===== src/rtl/receptor_pcs.sv =====
// receptor_pcs: 1000BASE-X PCS receive path. It decodes 8b/10b and runs the receive
// state machine, driving registered GMII-style RXD/RX_DV/RX_ER one cycle after each accepted group.
//
// state      | meaning
// WAIT_FOR_K | hunting for K28.5 on an even position
// RX_K       | comma seen, expecting the data half of /I/ or /C/
// IDLE_D     | ordered set complete, waiting for K28.5 or /S/
// RECEIVE    | inside a frame, forwarding data octets
// TRI_RRI    | /T/ seen, expecting /R/
// EXT_R      | carrier extension (/R/ stream) after end of frame
module receptor_pcs #(
  parameter logic [7:0] SOP_OCTET = 8'h55
) (
  input  logic       GTX_CLK,
  input  logic       RESET,
  input  logic       SUDI,
  input  logic [9:0] rx_code_group,
  input  logic       rx_even,
  input  logic       sync_status,
  output logic [7:0] RXD,
  output logic       RX_DV,
  output logic       RX_ER
);
  localparam logic [2:0] WAIT_FOR_K = 3'd0;
  localparam logic [2:0] RX_K       = 3'd1;
  localparam logic [2:0] IDLE_D     = 3'd2;
  localparam logic [2:0] RECEIVE    = 3'd3;
  localparam logic [2:0] TRI_RRI    = 3'd4;
  localparam logic [2:0] EXT_R      = 3'd5;

  logic [2:0] state_q, state_d;
  logic [7:0] rxd_q, rxd_d;
  logic       rx_dv_q, rx_dv_d;
  logic       rx_er_q, rx_er_d;

  logic [5:0] cg6;
  logic [3:0] cg4;
  logic [4:0] dec5;
  logic [2:0] dec3;
  logic       dec5_ok, dec3_ok;
  logic       is_k28, is_k285, is_s, is_t, is_r, is_k307, is_k, is_data;

  assign cg6 = rx_code_group[9:4];
  assign cg4 = rx_code_group[3:0];

  // Both running-disparity columns map to the same EDCBA value.
  always_comb begin
    dec5    = 5'd0;
    dec5_ok = 1'b1;
    case (cg6)
      6'b100111, 6'b011000: dec5 = 5'd0;
      6'b011101, 6'b100010: dec5 = 5'd1;
      6'b101101, 6'b010010: dec5 = 5'd2;
      6'b110001:            dec5 = 5'd3;
      6'b110101, 6'b001010: dec5 = 5'd4;
      6'b101001:            dec5 = 5'd5;
      6'b011001:            dec5 = 5'd6;
      6'b111000, 6'b000111: dec5 = 5'd7;
      6'b111001, 6'b000110: dec5 = 5'd8;
      6'b100101:            dec5 = 5'd9;
      6'b010101:            dec5 = 5'd10;
      6'b110100:            dec5 = 5'd11;
      6'b001101:            dec5 = 5'd12;
      6'b101100:            dec5 = 5'd13;
      6'b011100:            dec5 = 5'd14;
      6'b010111, 6'b101000: dec5 = 5'd15;
      6'b011011, 6'b100100: dec5 = 5'd16;
      6'b100011:            dec5 = 5'd17;
      6'b010011:            dec5 = 5'd18;
      6'b110010:            dec5 = 5'd19;
      6'b001011:            dec5 = 5'd20;
      6'b101010:            dec5 = 5'd21;
      6'b011010:            dec5 = 5'd22;
      6'b111010, 6'b000101: dec5 = 5'd23;
      6'b110011, 6'b001100: dec5 = 5'd24;
      6'b100110:            dec5 = 5'd25;
      6'b010110:            dec5 = 5'd26;
      6'b110110, 6'b001001: dec5 = 5'd27;
      6'b001110:            dec5 = 5'd28;
      6'b101110, 6'b010001: dec5 = 5'd29;
      6'b011110, 6'b100001: dec5 = 5'd30;
      6'b101011, 6'b010100: dec5 = 5'd31;
      default:              dec5_ok = 1'b0;
    endcase
  end

  // Primary and alternate x.7 forms both decode to HGF=7.
  always_comb begin
    dec3    = 3'd0;
    dec3_ok = 1'b1;
    case (cg4)
      4'b1011, 4'b0100:                   dec3 = 3'd0;
      4'b1001:                            dec3 = 3'd1;
      4'b0101:                            dec3 = 3'd2;
      4'b1100, 4'b0011:                   dec3 = 3'd3;
      4'b1101, 4'b0010:                   dec3 = 3'd4;
      4'b1010:                            dec3 = 3'd5;
      4'b0110:                            dec3 = 3'd6;
      4'b1110, 4'b0001, 4'b0111, 4'b1000: dec3 = 3'd7;
      default:                            dec3_ok = 1'b0;
    endcase
  end

  // Legal fghj tails after a 001111 K28 prefix; the 110000 prefix uses their complements.
  function automatic logic k28_tail(input logic [3:0] t);
    case (t)
      4'b0100, 4'b1001, 4'b0101, 4'b0011,
      4'b0010, 4'b1010, 4'b0110, 4'b1000: k28_tail = 1'b1;
      default:                            k28_tail = 1'b0;
    endcase
  endfunction

  assign is_k28  = ((cg6 == 6'b001111) && k28_tail(cg4)) ||
                   ((cg6 == 6'b110000) && k28_tail(~cg4));
  assign is_k285 = (rx_code_group == 10'b0011111010) || (rx_code_group == 10'b1100000101);
  assign is_s    = (rx_code_group == 10'b1101101000) || (rx_code_group == 10'b0010010111);
  assign is_t    = (rx_code_group == 10'b1011101000) || (rx_code_group == 10'b0100010111);
  assign is_r    = (rx_code_group == 10'b1110101000) || (rx_code_group == 10'b0001010111);
  assign is_k307 = (rx_code_group == 10'b0111101000) || (rx_code_group == 10'b1000010111);
  assign is_k    = is_k28 | is_s | is_t | is_r | is_k307;
  // Kx.7 shares its 6b half with data, so a K match takes priority.
  assign is_data = dec5_ok & dec3_ok & ~is_k;

  always_comb begin
    state_d = state_q;
    rxd_d   = rxd_q;
    rx_dv_d = rx_dv_q;
    rx_er_d = rx_er_q;
    if (!sync_status) begin
      state_d = WAIT_FOR_K;
      rxd_d   = 8'h00;
      rx_dv_d = 1'b0;
      rx_er_d = 1'b0;
    end else if (SUDI) begin
      rxd_d   = 8'h00;
      rx_dv_d = 1'b0;
      rx_er_d = 1'b0;
      case (state_q)
        WAIT_FOR_K: if (is_k285 && rx_even) state_d = RX_K;
        RX_K:       state_d = is_data ? IDLE_D : WAIT_FOR_K;
        IDLE_D: begin
          if (is_k285) begin
            state_d = RX_K;
          end else if (is_s) begin
            state_d = RECEIVE;
            rx_dv_d = 1'b1;
            rxd_d   = SOP_OCTET;
          end else begin
            state_d = WAIT_FOR_K;
          end
        end
        RECEIVE: begin
          if (is_data) begin
            rx_dv_d = 1'b1;
            rxd_d   = {dec3, dec5};
          end else if (is_t) begin
            state_d = TRI_RRI;
          end else if (is_k285) begin
            state_d = RX_K;
            rx_er_d = 1'b1;
          end else begin
            rx_dv_d = 1'b1;
            rx_er_d = 1'b1;
          end
        end
        TRI_RRI: begin
          if (is_r) begin
            state_d = EXT_R;
          end else begin
            state_d = WAIT_FOR_K;
            rx_er_d = 1'b1;
          end
        end
        EXT_R: begin
          if (is_r) begin
            rx_er_d = 1'b1;
            rxd_d   = 8'h0F;
          end else if (is_k285 && rx_even) begin
            state_d = RX_K;
          end else begin
            state_d = WAIT_FOR_K;
            rx_er_d = 1'b1;
          end
        end
        default: state_d = WAIT_FOR_K;
      endcase
    end
  end

  always_ff @(posedge GTX_CLK or negedge RESET) begin
    if (!RESET) begin
      state_q <= WAIT_FOR_K;
      rxd_q   <= 8'h00;
      rx_dv_q <= 1'b0;
      rx_er_q <= 1'b0;
    end else begin
      state_q <= state_d;
      rxd_q   <= rxd_d;
      rx_dv_q <= rx_dv_d;
      rx_er_q <= rx_er_d;
    end
  end

  assign RXD   = rxd_q;
  assign RX_DV = rx_dv_q;
  assign RX_ER = rx_er_q;
endmodule

===== config.mk =====
export PLATFORM = sky130hd
export DESIGN_NAME = receptor_pcs
export DESIGN_NICKNAME = d
export VERILOG_FILES = /design/src/rtl/receptor_pcs.sv
export SDC_FILE = /design/constraint.sdc
export NUM_CORES = 1
export LEC_CHECK = 0
export CORE_MARGIN = 5
export CORE_UTILIZATION = 55
export CTS_CLUSTER_DIAMETER = 60
export DETAILED_ROUTE_END_ITERATION = 12
export PLACE_DENSITY = 0.8
export SYNTH_ARGS = -nofsm -noshare
export SYNTH_HDL_FRONTEND = slang
export SYNTH_SLANG_ARGS = --single-unit
export TNS_END_PERCENT = 20

===== constraint.sdc =====
create_clock -name GTX_CLK -period 1.8 [get_ports GTX_CLK]
set_input_delay 0.36 -clock GTX_CLK [delete_from_list [all_inputs] [get_ports GTX_CLK]]
set_output_delay 0.36 -clock GTX_CLK [all_outputs]
set_load 0.05 [all_outputs]

# --- Yosys cells after proc, flatten, opt, wreduce, memory -nomap -nowiden ---
# Memories as Yosys holds them, arrays and structs flattened.
# Cells that the tools add are included.
word_totals:
  reg_bits: 13
  mem_bits_ro: 32
  n_memories: 2
mem_list:
  columns: ["memory", "depth", "word_bits", "rd", "rd_clocked_by_memory_dff", "write_ports", "line", "rtl"]
  rows:
  - ["(name not given)", 16, 1, 1, 0, 0, "106", "case (t)"]
  - ["(name not given)", 16, 1, 1, 0, 0, "106", null]
classes:
  eq_ne: 82
  mux: 40
  n_bitwise: 8
  n_reduce_logical: 29
ops:
  columns: ["operator", "count"]
  rows:
  - ["case mux 5 bit (31 select lines)", 1]
  - ["equality test 6 bit, second input constant", 24]
  - ["equality test 6 x 5 -> 1 bit, second input constant", 14]
  - ["equality test 10 bit, second input constant", 5]
  - ["OR reduction 46 bit", 1]
  - ["equality test 6 x 4 -> 1 bit, second input constant", 7]
  - ["OR reduction 2 bit", 15]
  - ["equality test 4 bit, second input constant", 7]
  - ["2-to-1 mux 3 bit", 8]
  - ["2-to-1 mux 8 bit", 3]
  - ["case mux 8 bit (3 select lines)", 1]
  - ["case mux 3 bit (7 select lines)", 1]
  - ["equality test 10 x 8 -> 1 bit, second input constant", 2]
  - ["equality test 10 x 9 -> 1 bit, second input constant", 2]
  - ["equality test 6 x 3 -> 1 bit, second input constant", 3]
  - ["case mux 3 bit (6 select lines)", 1]
  - ["2-to-1 mux 1 bit", 17]
  - ["equality test 4 x 3 -> 1 bit, second input constant", 4]
  - ["2-to-1 mux 7 bit", 2]
  - ["OR reduction 14 bit", 1]
  - ["equality test 10 x 7 -> 1 bit, second input constant", 1]
  - ["!= test 3 bit, second input constant", 3]
  - ["equality test 4 x 2 -> 1 bit, second input constant", 2]
  - ["equality test 3 x 2 -> 1 bit, second input constant", 2]
  - ["18 further kinds", 32]

# --- Logic depth before layout (Yosys ltp) ---
# An unclocked memory read counts as a cell.
depth:
  ltp_word: 14
  ltp_mapped: 9
  depth_no_buf: 6

# --- Worst setup path before layout ---
# No wires, ideal clock.
synth_path:
  path_type: "in2reg"
  from: "input rx_code_group[0]"
  to: "register state_q[1]"
  arrival_time_ns: 1.697
  slack_ns: -0.019
  stages: 6
  path_buffers: 1
  path_cell_list: "clkbuf_4 or3_4 o311ai_2 o211a_1 o31ai_1 a32o_1"
synth_between:
  elab_chain_cells: 14
synth_lines:
  columns: ["item", "line", "rtl"]
  rows:
  - ["start: declaration", "17", "input logic [9:0] rx_code_group,"]
  - ["inverter 4 bit", "114", "((cg6 == 6'b110000) && k28_tail(~cg4));"]
  - ["memory (16 x 1 bit)", null, null]
  - ["logical AND 1 bit", "114", null]
  - ["logical OR 1 bit", "113", "assign is_k28 = ((cg6 == 6'b001111) && k28_tail(cg4)) ||"]
  - ["OR 1 bit (4 in series)", "120", "assign is_k = is_k28 | is_s | is_t | is_r | is_k307;"]
  - ["inverter 1 bit", "122", "assign is_data = dec5_ok & dec3_ok & ~is_k;"]
  - ["bitwise AND 1 bit", "122", null]
  - ["2-to-1 mux 2 bit", "140", "RX_K: state_d = is_data ? IDLE_D : WAIT_FOR_K;"]
  - ["case mux 3 bit (6 select lines)", "138", "case (state_q)"]
  - ["2-to-1 mux 3 bit", "134", "end else if (SUDI) begin"]
  - ["2-to-1 mux 3 bit", "129", "if (!sync_status) begin"]
  - ["end signal: assignment", "197", "state_q <= state_d;"]
  - ["end: declaration", "31", "logic [2:0] state_q, state_d;"]
# Parallel ways exist; a longest one is shown, timed or not. The select of a mux whose other input is x is not followed.
# A chain may end at the register's enable or synchronous reset.

# --- Worst setup path in the final report ---
layout_path:
  from: "input rx_code_group[2]"
  to: "register state_q[1]"
# Same word-level chain as after synthesis.

==> impl_metrics.toml <==
[die]
fp.coreArea_um2 = 3100
ios = 25
start_util_pct = 58.1
die_x_um = 67.2
rows = 20
die_h_um = 67.2
die-area_um2 = 4520

[pwr]
p_leak_nw = 1.06
power_density_nw_per_um2 = 341
vdd_drop_max_v = 0.000191

[finish]
drive_gt1_share_pct = 41.9
nNetsFinal = 305
n_antenna_cell = 0
syn2layout_area_growth_pct = 35.8
final_cell_count_no_fill = 333

[grt]
grt_max_degree = 25
antenna_found_initial = 0
grt_pass1_vias = 1847
gr-total-overflow = 0
track_usage_pct = 24.2
grt_pass1_wl_mm = 8.53

[synth]
synth_top_cell_by_area = "dfrtp_1"
syn_nets = 245
yosysTopAreaCellShare_pct = 18.1
ys.flop_type = "dfrtp_1"
ys_seq_area_share_pct = 18.1
yosysMostFrequentCell = "nand2_1"
avgSynthCellArea_um2 = 7.83
netlist_instances = 230
synth_async_sr_flop_share_pct = 100
yosys_register_bits = 13
netlist_area_um2 = 1800
synth_cell_type_count = 69
yosys-top-cells-area = "dfrtp_1, nand2_1, a21oi_1"
synth_edf_count = 0
synth_commonest_cells = "nand2_1, nor2_1, a21oi_1"
ys_warn_count = 0

[outcome]
outcome = "finished clean"

[drt]
routed_wirelength_mm = 5.44
route.vias.total = 2143
drtIter0Drc = 134
detail_route.first_pass.iterations = 5
wire_per_inst_um = 16.3
ant_nets = 0
viasPerCell = 6.44
drc = 0

[sta]
finalSetupTns_ns = 0
finalSetupViolCount = 0
slew_violations = 0
final-hold-violation-count = 0
fin_crit_ns = 1.76
worst_pin_slew_ns = 0.547
skew_ns = 0.0109
fin_crit_sh_pct = 97.8
relSlewSlack_pct = 63.4
holdWs_ns = 0.425
fmax_mhz = 568

[place]
gp_congestion = 0.902
post-place-cells = 326
port_buffers = 24
dp_hpwl_mm = 3.94

[worst_setup_path]
path_max_fanout = 5
cpPeakStageDelay_ns = 0.39
critPathCaptureType = "register"
required_ns = 1.98
critPathKind = "in2reg"
critPathSlowestCell = "or3_4"
crit_chain = "clkdlybuf4s15_2, nand2b_4, or3_4, o311ai_4, o211a_1, o31ai_1, a32o_1"
critPathTopFamily = "compound AO/OA/AOI/OAI gates"
crit_buf_inv = 1
critPathLaunchType = "primary input"
cp.arrival_ns = 1.94

[cts]
cts-buffers-inserted = 3
cts_buffer_depth = 2
path_clk_slew_ns = 0.09
clock_latency_ns = 0.28
clock-root-buffer = "clkbuf_4"
hold_buffers = 0
cts_tree = "done"
ctsHtreeMaxLevel = 1
cts.sink_count = 13

[flow_run]
maxCapViolCount = 0

[worst_hold_path]
holdCritPathClass = "in2async"
## cells by family (layout without fill, tap and decap cells)
group	Yosys count	in the layout	synth area share (%)
AND/OR/NAND/NOR	94	94	32.8
AO/OA/AOI/OAI	82	82	34.4
buffers and inverters	33	92	10.3
flip-flops	13	13	18.1
multiplexers	4	4	2.29
XOR/XNOR	3	3	1.46
adder cells (fa/ha/maj)	1	1	0.625
## area by class of cell
type | instances | area (um^2)
Timing Repair Buffer | 82 | 618
Multi-Input combinational cell | 184 | 1400
Clock buffer | 4 | 26.3
Sequential cell | 13 | 325
Inverter | 6 | 22.5
Fill cell | 245 | 656
Tap cell | 44 | 55.1
## placed cells by master, fill, tap and decap left out, types with 5 or more instances in the layout
cell type  netlist  layout
nor2_1          15      14
o211ai_1         7       7
clkbuf_2         0       7
nor2b_1          7       6
nand3_1          6       5
buf_4            1      65
nand4_1          5       5
dfrtp_1         13      13
o21ai_0          6       6
a21oi_1         14      14
o31ai_2          2       5
o22ai_1          6       6
inv_1            5       5
nor3_1           5       5
nand2_1         24      24
## state kept, by name (all words and copies together), names as in the netlist
signal   flops
RXD          8
RX_DV        1
RX_ER        1
state_q      3
## final timing paths
check | from | endpoint | slack, ns | cells after the start
hold reg to reg | RX_DV | RX_DV | 0.49 | 2
min in group GTX_CLK | RX_DV | RX_DV | 0.49 | 2
max in group asynchronous | RESET | RXD[3] | 1.00 | 1
setup / recovery | rx_code_group[2] | state_q[1] | 0.04 | 7
setup reg to reg | state_q[2] | state_q[1] | 0.12 | 5
hold / removal | RESET | RX_ER | 0.42 | 1
## repair_timing
item	4_1_cts	5_1_grt
endpoints found under the hold margin	0	0
setup endpoints to repair	13	13
buffers inserted	3	1
resized for setup	26	32
pin swaps	7	11
## per-layer routing
metal | up-vias | share of wire [%] | global-route usage, %
met5 | - | 0 | 0
met4 | 0 | 1.3 | 6.33
met3 | 13 | 9.7 | 2.83
met2 | 135 | 50 | 43.8
met1 | 1002 | 39 | 30.2
li1 | 993 | - | -
## power breakdown
part | internal [mW] | switching, mW | total [mW]
clock | 0.0860 | 0.0978 | 0.184
sequential | 0.292 | 0.0000364 | 0.292
combinational | 0.165 | 0.195 | 0.360
total | 0.542 | 0.293 | 0.835
## through the flow
| step | setup slack (ns) | power [mW] | util, % | area, um^2 |
|---|---|---|---|---|
| 5_1_grt | -0.00751 | 0.873 | 78.9 | 2450 |
| 3_3_place_gp | -0.567 | 0.624 | 75.1 | 2330 |
| 2_1_floorplan | -0.00586 | 0.502 | - | 1810 |
| 4_1_cts | 0.00500 | 0.808 | 77.8 | 2410 |
| 6_report | 0.0391 | 0.835 | 78.9 | 2450 |
| 3_5_place_dp | -0.611 | 0.632 | 75.1 | 2330 |
No activity file was read; power rests on OpenSTA's default activity.
